<file path="src/rtl/icache_pkg.sv">
// Shared constants and FSM encoding for the direct-mapped L1 instruction cache.
// Default geometry: 16 sets, 128-bit blocks, 32-bit words and addresses.
package icache_pkg;

    localparam int ICACHE_WORD_BITS     = 32;
    localparam int ICACHE_ADDR_BITS     = 32;
    localparam int IBLOCK_BITS          = 128;
    localparam int ICACHE_SETS          = 16;
    localparam int ICACHE_INDEX_SIZE    = $clog2(ICACHE_SETS);
    localparam int IBLOCK_WORDS         = IBLOCK_BITS / ICACHE_WORD_BITS;
    localparam int IBLOCK_WORD_OFF_SIZE = $clog2(IBLOCK_WORDS);
    localparam int ICACHE_TAG_SIZE      = ICACHE_ADDR_BITS - 2 - IBLOCK_WORD_OFF_SIZE - ICACHE_INDEX_SIZE;
    localparam int IMEM_BLOCK_ADDR_DEF  = ICACHE_ADDR_BITS - 2 - IBLOCK_WORD_OFF_SIZE;

    typedef enum logic [1:0] {
        IC_IDLE    = 2'd0,
        IC_REFILL  = 2'd1,
        IC_RELEASE = 2'd2
    } ic_state_e;

endpackage

</file>
<file path="src/rtl/icache_array.sv">
// Valid/tag/data storage for the instruction cache: one combinational read port,
// one synchronous write port and a synchronous invalidate-all.
module icache_array
    import icache_pkg::*;
#(
    parameter int SETS       = ICACHE_SETS,
    parameter int TAG_BITS   = ICACHE_TAG_SIZE,
    parameter int BLOCK_BITS = IBLOCK_BITS
) (
    input  logic                        clock,
    input  logic                        reset,
    input  logic [$clog2(SETS)-1:0]     rd_idx,
    output logic                        rd_valid,
    output logic [TAG_BITS-1:0]         rd_tag,
    output logic [BLOCK_BITS-1:0]       rd_data,
    input  logic                        wr_en,
    input  logic [$clog2(SETS)-1:0]     wr_idx,
    input  logic [TAG_BITS-1:0]         wr_tag,
    input  logic [BLOCK_BITS-1:0]       wr_data,
    input  logic                        clear_all
);

    logic [SETS-1:0]       valid_r;
    logic [TAG_BITS-1:0]   tag_r  [SETS];
    logic [BLOCK_BITS-1:0] data_r [SETS];

    // Valid bits: the only reset state in the array; clear-all wins over a fill.
    always_ff @(posedge clock or negedge reset) begin
        if (!reset) begin
            valid_r <= '0;
        end else if (clear_all) begin
            valid_r <= '0;
        end else if (wr_en) begin
            valid_r[wr_idx] <= 1'b1;
        end else begin
            valid_r <= valid_r;
        end
    end

    // Tag and data payload, deliberately left without reset.
    always_ff @(posedge clock) begin
        if (wr_en) begin
            tag_r[wr_idx]  <= wr_tag;
            data_r[wr_idx] <= wr_data;
        end
    end

    assign rd_valid = valid_r[rd_idx];
    assign rd_tag   = tag_r[rd_idx];
    assign rd_data  = data_r[rd_idx];

endmodule

</file>
<file path="src/rtl/icache.sv">
// Direct-mapped read-only L1 instruction cache with block refill from Imem.
// Optional hit/miss counters are enabled by defining ICACHE_STATS_EN.
module icache
    import icache_pkg::*;
#(
    parameter int SETS                 = ICACHE_SETS,
    parameter int WORD_BITS            = ICACHE_WORD_BITS,
    parameter int ADDR_BITS            = ICACHE_ADDR_BITS,
    parameter int IBLOCK_SIZE_BITS     = IBLOCK_BITS,
    parameter int IMEM_BLOCK_ADDR_SIZE = IMEM_BLOCK_ADDR_DEF
) (
    input  logic                            clock,
    input  logic                            reset,
    input  logic                            cpu_ren,
    input  logic [ADDR_BITS-1:0]            cpu_addr,
    input  logic                            flush,
    output logic [WORD_BITS-1:0]            cpu_instr,
    output logic                            cpu_stall,
    output logic                            mem_ren,
    output logic [IMEM_BLOCK_ADDR_SIZE-1:0] mem_block_address,
    input  logic                            mem_ready,
    input  logic [IBLOCK_SIZE_BITS-1:0]     mem_dout
`ifdef ICACHE_STATS_EN
    ,
    output logic [31:0]                     hit_count,
    output logic [31:0]                     miss_count
`endif
);

    localparam int WOFF_BITS  = $clog2(IBLOCK_SIZE_BITS / WORD_BITS);
    localparam int INDEX_BITS = $clog2(SETS);
    localparam int OFF_BITS   = 2 + WOFF_BITS;
    localparam int TAG_BITS   = ADDR_BITS - OFF_BITS - INDEX_BITS;

    ic_state_e state_r;
    ic_state_e state_s;

    logic [WOFF_BITS-1:0]            word_off_s;
    logic [INDEX_BITS-1:0]           idx_s;
    logic [TAG_BITS-1:0]             tag_s;
    logic [IMEM_BLOCK_ADDR_SIZE-1:0] blk_s;
    logic                            byte_off_unused_s;

    logic [INDEX_BITS-1:0]           idx_r;
    logic [TAG_BITS-1:0]             tag_r;
    logic [IMEM_BLOCK_ADDR_SIZE-1:0] blk_r;

    logic                            rd_valid_s;
    logic [TAG_BITS-1:0]             rd_tag_s;
    logic [IBLOCK_SIZE_BITS-1:0]     rd_data_s;
    logic                            hit_s;
    logic                            miss_s;
    logic                            fill_s;
    logic                            clear_s;

    assign word_off_s        = cpu_addr[2 +: WOFF_BITS];
    assign idx_s             = cpu_addr[OFF_BITS +: INDEX_BITS];
    assign tag_s             = cpu_addr[ADDR_BITS-1 -: TAG_BITS];
    assign blk_s             = cpu_addr[OFF_BITS +: IMEM_BLOCK_ADDR_SIZE];
    assign byte_off_unused_s = ^cpu_addr[1:0];

    icache_array #(
        .SETS       (SETS),
        .TAG_BITS   (TAG_BITS),
        .BLOCK_BITS (IBLOCK_SIZE_BITS)
    ) u_array (
        .clock     (clock),
        .reset     (reset),
        .rd_idx    (idx_s),
        .rd_valid  (rd_valid_s),
        .rd_tag    (rd_tag_s),
        .rd_data   (rd_data_s),
        .wr_en     (fill_s),
        .wr_idx    (idx_r),
        .wr_tag    (tag_r),
        .wr_data   (mem_dout),
        .clear_all (clear_s)
    );

    assign hit_s     = cpu_ren & rd_valid_s & (rd_tag_s == tag_s);
    assign cpu_instr = rd_data_s[word_off_s*WORD_BITS +: WORD_BITS];

    // FSM state register.
    always_ff @(posedge clock or negedge reset) begin
        if (!reset) begin
            state_r <= IC_IDLE;
        end else begin
            state_r <= state_s;
        end
    end

    // FSM next-state logic; flush suppresses miss_s, so it keeps IDLE.
    always_comb begin
        state_s = state_r;
        case (state_r)
            IC_IDLE: begin
                if (miss_s) begin
                    state_s = IC_REFILL;
                end else begin
                    state_s = IC_IDLE;
                end
            end
            IC_REFILL: begin
                if (mem_ready) begin
                    state_s = IC_RELEASE;
                end else begin
                    state_s = IC_REFILL;
                end
            end
            IC_RELEASE: state_s = IC_IDLE;
            default:    state_s = IC_IDLE;
        endcase
    end

    // FSM outputs; the RELEASE cycle drops mem_ren so Imem restarts its latency.
    always_comb begin
        mem_ren   = 1'b0;
        cpu_stall = 1'b1;
        miss_s    = 1'b0;
        fill_s    = 1'b0;
        clear_s   = 1'b0;
        case (state_r)
            IC_IDLE: begin
                cpu_stall = (cpu_ren & ~hit_s) | flush;
                clear_s   = flush;
                miss_s    = ~flush & cpu_ren & ~hit_s;
            end
            IC_REFILL: begin
                mem_ren = 1'b1;
                fill_s  = mem_ready;
            end
            IC_RELEASE: begin
                mem_ren = 1'b0;
            end
            default: begin
                mem_ren = 1'b0;
            end
        endcase
    end

    // Miss context capture: the refill completes to this address regardless of cpu_addr.
    always_ff @(posedge clock or negedge reset) begin
        if (!reset) begin
            idx_r <= '0;
            tag_r <= '0;
            blk_r <= '0;
        end else if (miss_s) begin
            idx_r <= idx_s;
            tag_r <= tag_s;
            blk_r <= blk_s;
        end else begin
            idx_r <= idx_r;
            tag_r <= tag_r;
            blk_r <= blk_r;
        end
    end

    assign mem_block_address = blk_r;

`ifdef ICACHE_STATS_EN
    // Free-running wrap-around hit/miss counters.
    always_ff @(posedge clock or negedge reset) begin
        if (!reset) begin
            hit_count  <= 32'd0;
            miss_count <= 32'd0;
        end else begin
            if ((state_r == IC_IDLE) && hit_s && !flush) begin
                hit_count <= hit_count + 32'd1;
            end
            if (miss_s) begin
                miss_count <= miss_count + 32'd1;
            end
        end
    end
`endif

endmodule

</file>
<file path="config.mk">
export PLATFORM = sky130hd
export DESIGN_NAME = icache
export DESIGN_NICKNAME = d
export VERILOG_FILES = /design/src/rtl/icache_pkg.sv /design/src/rtl/icache_array.sv /design/src/rtl/icache.sv
export SDC_FILE = /design/constraint.sdc
export NUM_CORES = 2
export LEC_CHECK = 0
export CAP_MARGIN = 5
export CORE_ASPECT_RATIO = 0.5
export CORE_MARGIN = 2
export CORE_UTILIZATION = 60
export DETAILED_ROUTE_END_ITERATION = 8
export DONT_BUFFER_PORTS = 1
export GPL_ROUTABILITY_DRIVEN = 0
export PLACE_DENSITY = 0.73
export SYNTH_ARGS = -nofsm -noshare
export SYNTH_HDL_FRONTEND = slang
export SYNTH_SLANG_ARGS = --single-unit
</file>
<file path="constraint.sdc">
create_clock -name clock -period 15.4 [get_ports clock]
set_input_delay 3.08 -clock clock [delete_from_list [all_inputs] [get_ports clock]]
set_output_delay 3.08 -clock clock [all_outputs]
set_load 0.02 [all_outputs]
</file>
==> metrics.txt <==
Final Hold Vio Count=0; CTS clk-pin slew, worst paths=around 60 ps; max-slew violation total from the final report=0; initial standard-cell utilization of the core=0.607; global-route wire length before repair=288 mm; most used flip-flop cell after synthesis=edfxtp_1; number of antenna violations at the first check in global routing=2; critical-path maximum fanout=188; required time worst endpoint=between 10000 and 15000 ps; gr ovfl total=0; Rel. slew slack=0.0214; number of global-route vias before repair=roughly 42k; Final Critical Period=approximately 11000 ps; number of sinks driven by the clock tree=between 2k and 2.5k; number of remaining DRC errors=0; Root Driver=clkbuf_16; first-pass iteration count of the detailed router=5; synthesis-stage register bit count=2478; dominant cell by count in the synthesized netlist=edfxtp_1; cell type with the highest aggregate area in the netlist=edfxtp_1; pre-CTS setup slack=approximately 6000 ps; total track usage=0.250; H-Tree Depth=4; Clock Tree Buf Depth=3; Worst Path Arrival=7670 ps; share of the yosys chip area belonging to registers=0.786; die area=approximately 160000 um^2; Worst Skew=roughly 24 ps; latest clock arrival within the worst-skew pair=820 ps; DRC violation total after the first TritonRoute iteration=5063; number of buffers and inverters on the critical path=2; sum of net half-perimeters after detailed placement=between 90 and 100 mm; final setup TNS=0 ps; ratio of cells with drive above 1 in the final layout=0.287; element type at the critical path end=output pin; Netlist Area Pre-Place=roughly 94000 um^2; number of enable-type register cells in the synthesized netlist=2432; Leak=31.6 nW; die boundary height=between 200 and 300 um; core area=approximately 160000 um^2; Inserted Clock Buffers=~200; max-cap check violation count=0; RSZ-0062 raised after global routing=false; count of input and output buffers=0; number of top-level design ports=227; class of the worst hold path=register to register; pin count of the biggest net entering global routing=approximately 610; syn_area_per_cell=25.4 um^2; maximum frequency from static timing analysis=slightly above 90 MHz; number of distinct library cell variants in the gate-level netlist after synthesis=55; CTS tree=done; # rows=approximately 100; Post-Synthesis Cells=3712; Synth warnings=0; number of gates resized after CTS=0; total number of vias=approximately 41k; total power draw=13.3 mW; layout net count=just under 4k; commonest cells in the synthesized netlist=2432 x edfxtp_1, 759 x mux4_2, 76 x buf_2, 71 x clkbuf_1, 47 x mux2i_1; Slowest Stage Delay on Critical Path=approximately 1000 ps; layout overhead on the synthesized area=9.17%; minimum setup slack in the final design=approximately 4600 ps; Startpoint Class=primary input; # fillers=between 9k and 10k; slowest CP cell=buf_16; type of the worst setup path=primary input to output pin; Post CTS Setup Buffer Count=0; async set or reset register ratio after synthesis=0.0186; ordered cell list for the critical path=buf_16 -> buf_16 -> mux4_2 -> mux4_2 -> nor2b_1 -> a211oi_1 -> a31oi_1; Routed wire per std cell=roughly 33 um; hold-fix buffer count after cts=0; power per cell area=129 nW/um^2; Synth top area share=0.773; final wirelength=slightly below 200 mm; cell family with the largest share of critical-path delay=buffers and inverters; top cells by area, synth=edfxtp_1 77%, mux4_2 18%, dfrtp_1 1.2%, mux2i_1 0.50%, buf_2 0.40%; final setup violating endpoints=0; Horiz. Die Dim=roughly 570 um; slew at the pin with the worst max-slew slack=between 1000 and 1500 ps; via/cell ratio=roughly 6.8; number of routed nets with antenna violations=0; maximum ir drop on the vdd rail=around 0.00014 V; final worst-path cycle share=0.698; synthesized netlist net count=3877; run status=complete, no violations
[worst register-to-register path: stages (launching register included)]
cell,delay [ps]
dfrtp_1,390
nor2b_1,510
nand2_1,210
nor2_1,120
nand2_1,230
nor3_2,190
buf_4,510
buf_4,780
buf_4,870
buf_4,750
[path summary, 6_finish.rpt]
path / from / end / slack, ps / cells past startpoint
min: u_array.valid_r[5] / u_array.valid_r[5] / 490 / 1
max in group asynchronous: reset / u_array.valid_r[1] / 13290 / 0
min in group asynchronous: reset / tag_r[13] / 1960 / 0
max: cpu_addr[4] / cpu_instr[24] / 4650 / 7
min reg2reg: u_array.valid_r[5] / u_array.valid_r[5] / 490 / 1
max reg2reg: state_r[1] / u_array.data_r[8][59] / 10380 / 9
[per-layer routing]
metal  GRT usage  vias up  share of wire
li1            -    16300              -
met4      0.0656        0          0.022
met1       0.368    22500           0.40
met5           0        -              0
met2       0.388     1937           0.49
met3      0.0562      262          0.091
[state kept, by name, summed over array words and instances, names as in the netlist]
name,cells
u_array.data_r,2048
u_array.tag_r,384
tag_r,24
u_array.valid_r,16
idx_r,3
state_r,2
mem_block_address,1
[kinds of logic (layout without fill, tap and decap cells)]
| kind of cell | Yosys count | in the layout | share of synthesized area |
|---|---|---|---|
| compound gates | 79 | 79 | 0.00636 |
| xor+xnor | 26 | 26 | 0.00241 |
| simple gates | 93 | 93 | 0.00477 |
| mux | 839 | 839 | 0.191 |
| flops | 2478 | 2478 | 0.786 |
| other cells | 0 | 1 | 0 |
| buf+inv | 197 | 427 | 0.0101 |
[layout make-up]
| type | count | area, um^2 | share of cell area |
|---|---|---|---|
| Sequential cell | 2478 | 74200 | 0.720 |
| Tap cell | 2080 | 2600 | 0.0252 |
| Multi-Input combinational cell | 1037 | 19400 | 0.188 |
| Antenna cell | 1 | 2.50 | 0.0000243 |
| Inverter | 6 | 22.5 | 0.000218 |
| Timing Repair Buffer | 52 | 668 | 0.00648 |
| Clock inverter | 119 | 923 | 0.00896 |
| Clock buffer | 250 | 5280 | 0.0512 |
[power breakdown]
part	total [mW]	switching [mW]	leakage [nW]	internal [mW]
registers	7.77	0.146	22.5	7.62
clock network	4.93	2.28	3.04	2.64
logic	0.610	0.315	6.13	0.295
[cell usage in the layout (no fill, tap or decap), drive strengths merged, types with 3 or more instances in the layout]
cell / Yosys / layout
o211ai: 3 / 3
dfrtp: 46 / 46
nand2b: 5 / 5
bufinv: 0 / 13
nand2: 28 / 28
nor3: 7 / 7
a22oi: 6 / 6
clkinv: 1 / 97
o21a: 16 / 16
clkbuf: 71 / 250
nand3b: 3 / 3
xnor2: 12 / 12
a31oi: 10 / 10
mux4: 762 / 762
nor2b: 12 / 12
inv: 5 / 13
o21ai: 8 / 8
nand3: 5 / 5
mux2: 30 / 30
xor2: 14 / 14
a211oi: 7 / 7
o221ai: 3 / 3
buf: 120 / 52
a21oi: 4 / 4
nor2: 21 / 21
edfxtp: 2432 / 2432
mux2i: 47 / 47
nand4: 3 / 3
[through the flow]
step | instances | hold WS (ps) | instance area [um^2] | utilization
final | 6023 | 488 | 103000 | 0.663
after global routing | 6022 | 500 | 103000 | 0.663
after CTS | 6015 | 490 | 103000 | 0.661
after detailed placement | 5646 | 476 | 96700 | 0.622
after global placement | 5646 | 465 | 96700 | 0.622
after floorplan | 3712 | 456 | 94400 | -
(Power assumes the default switching activity.)
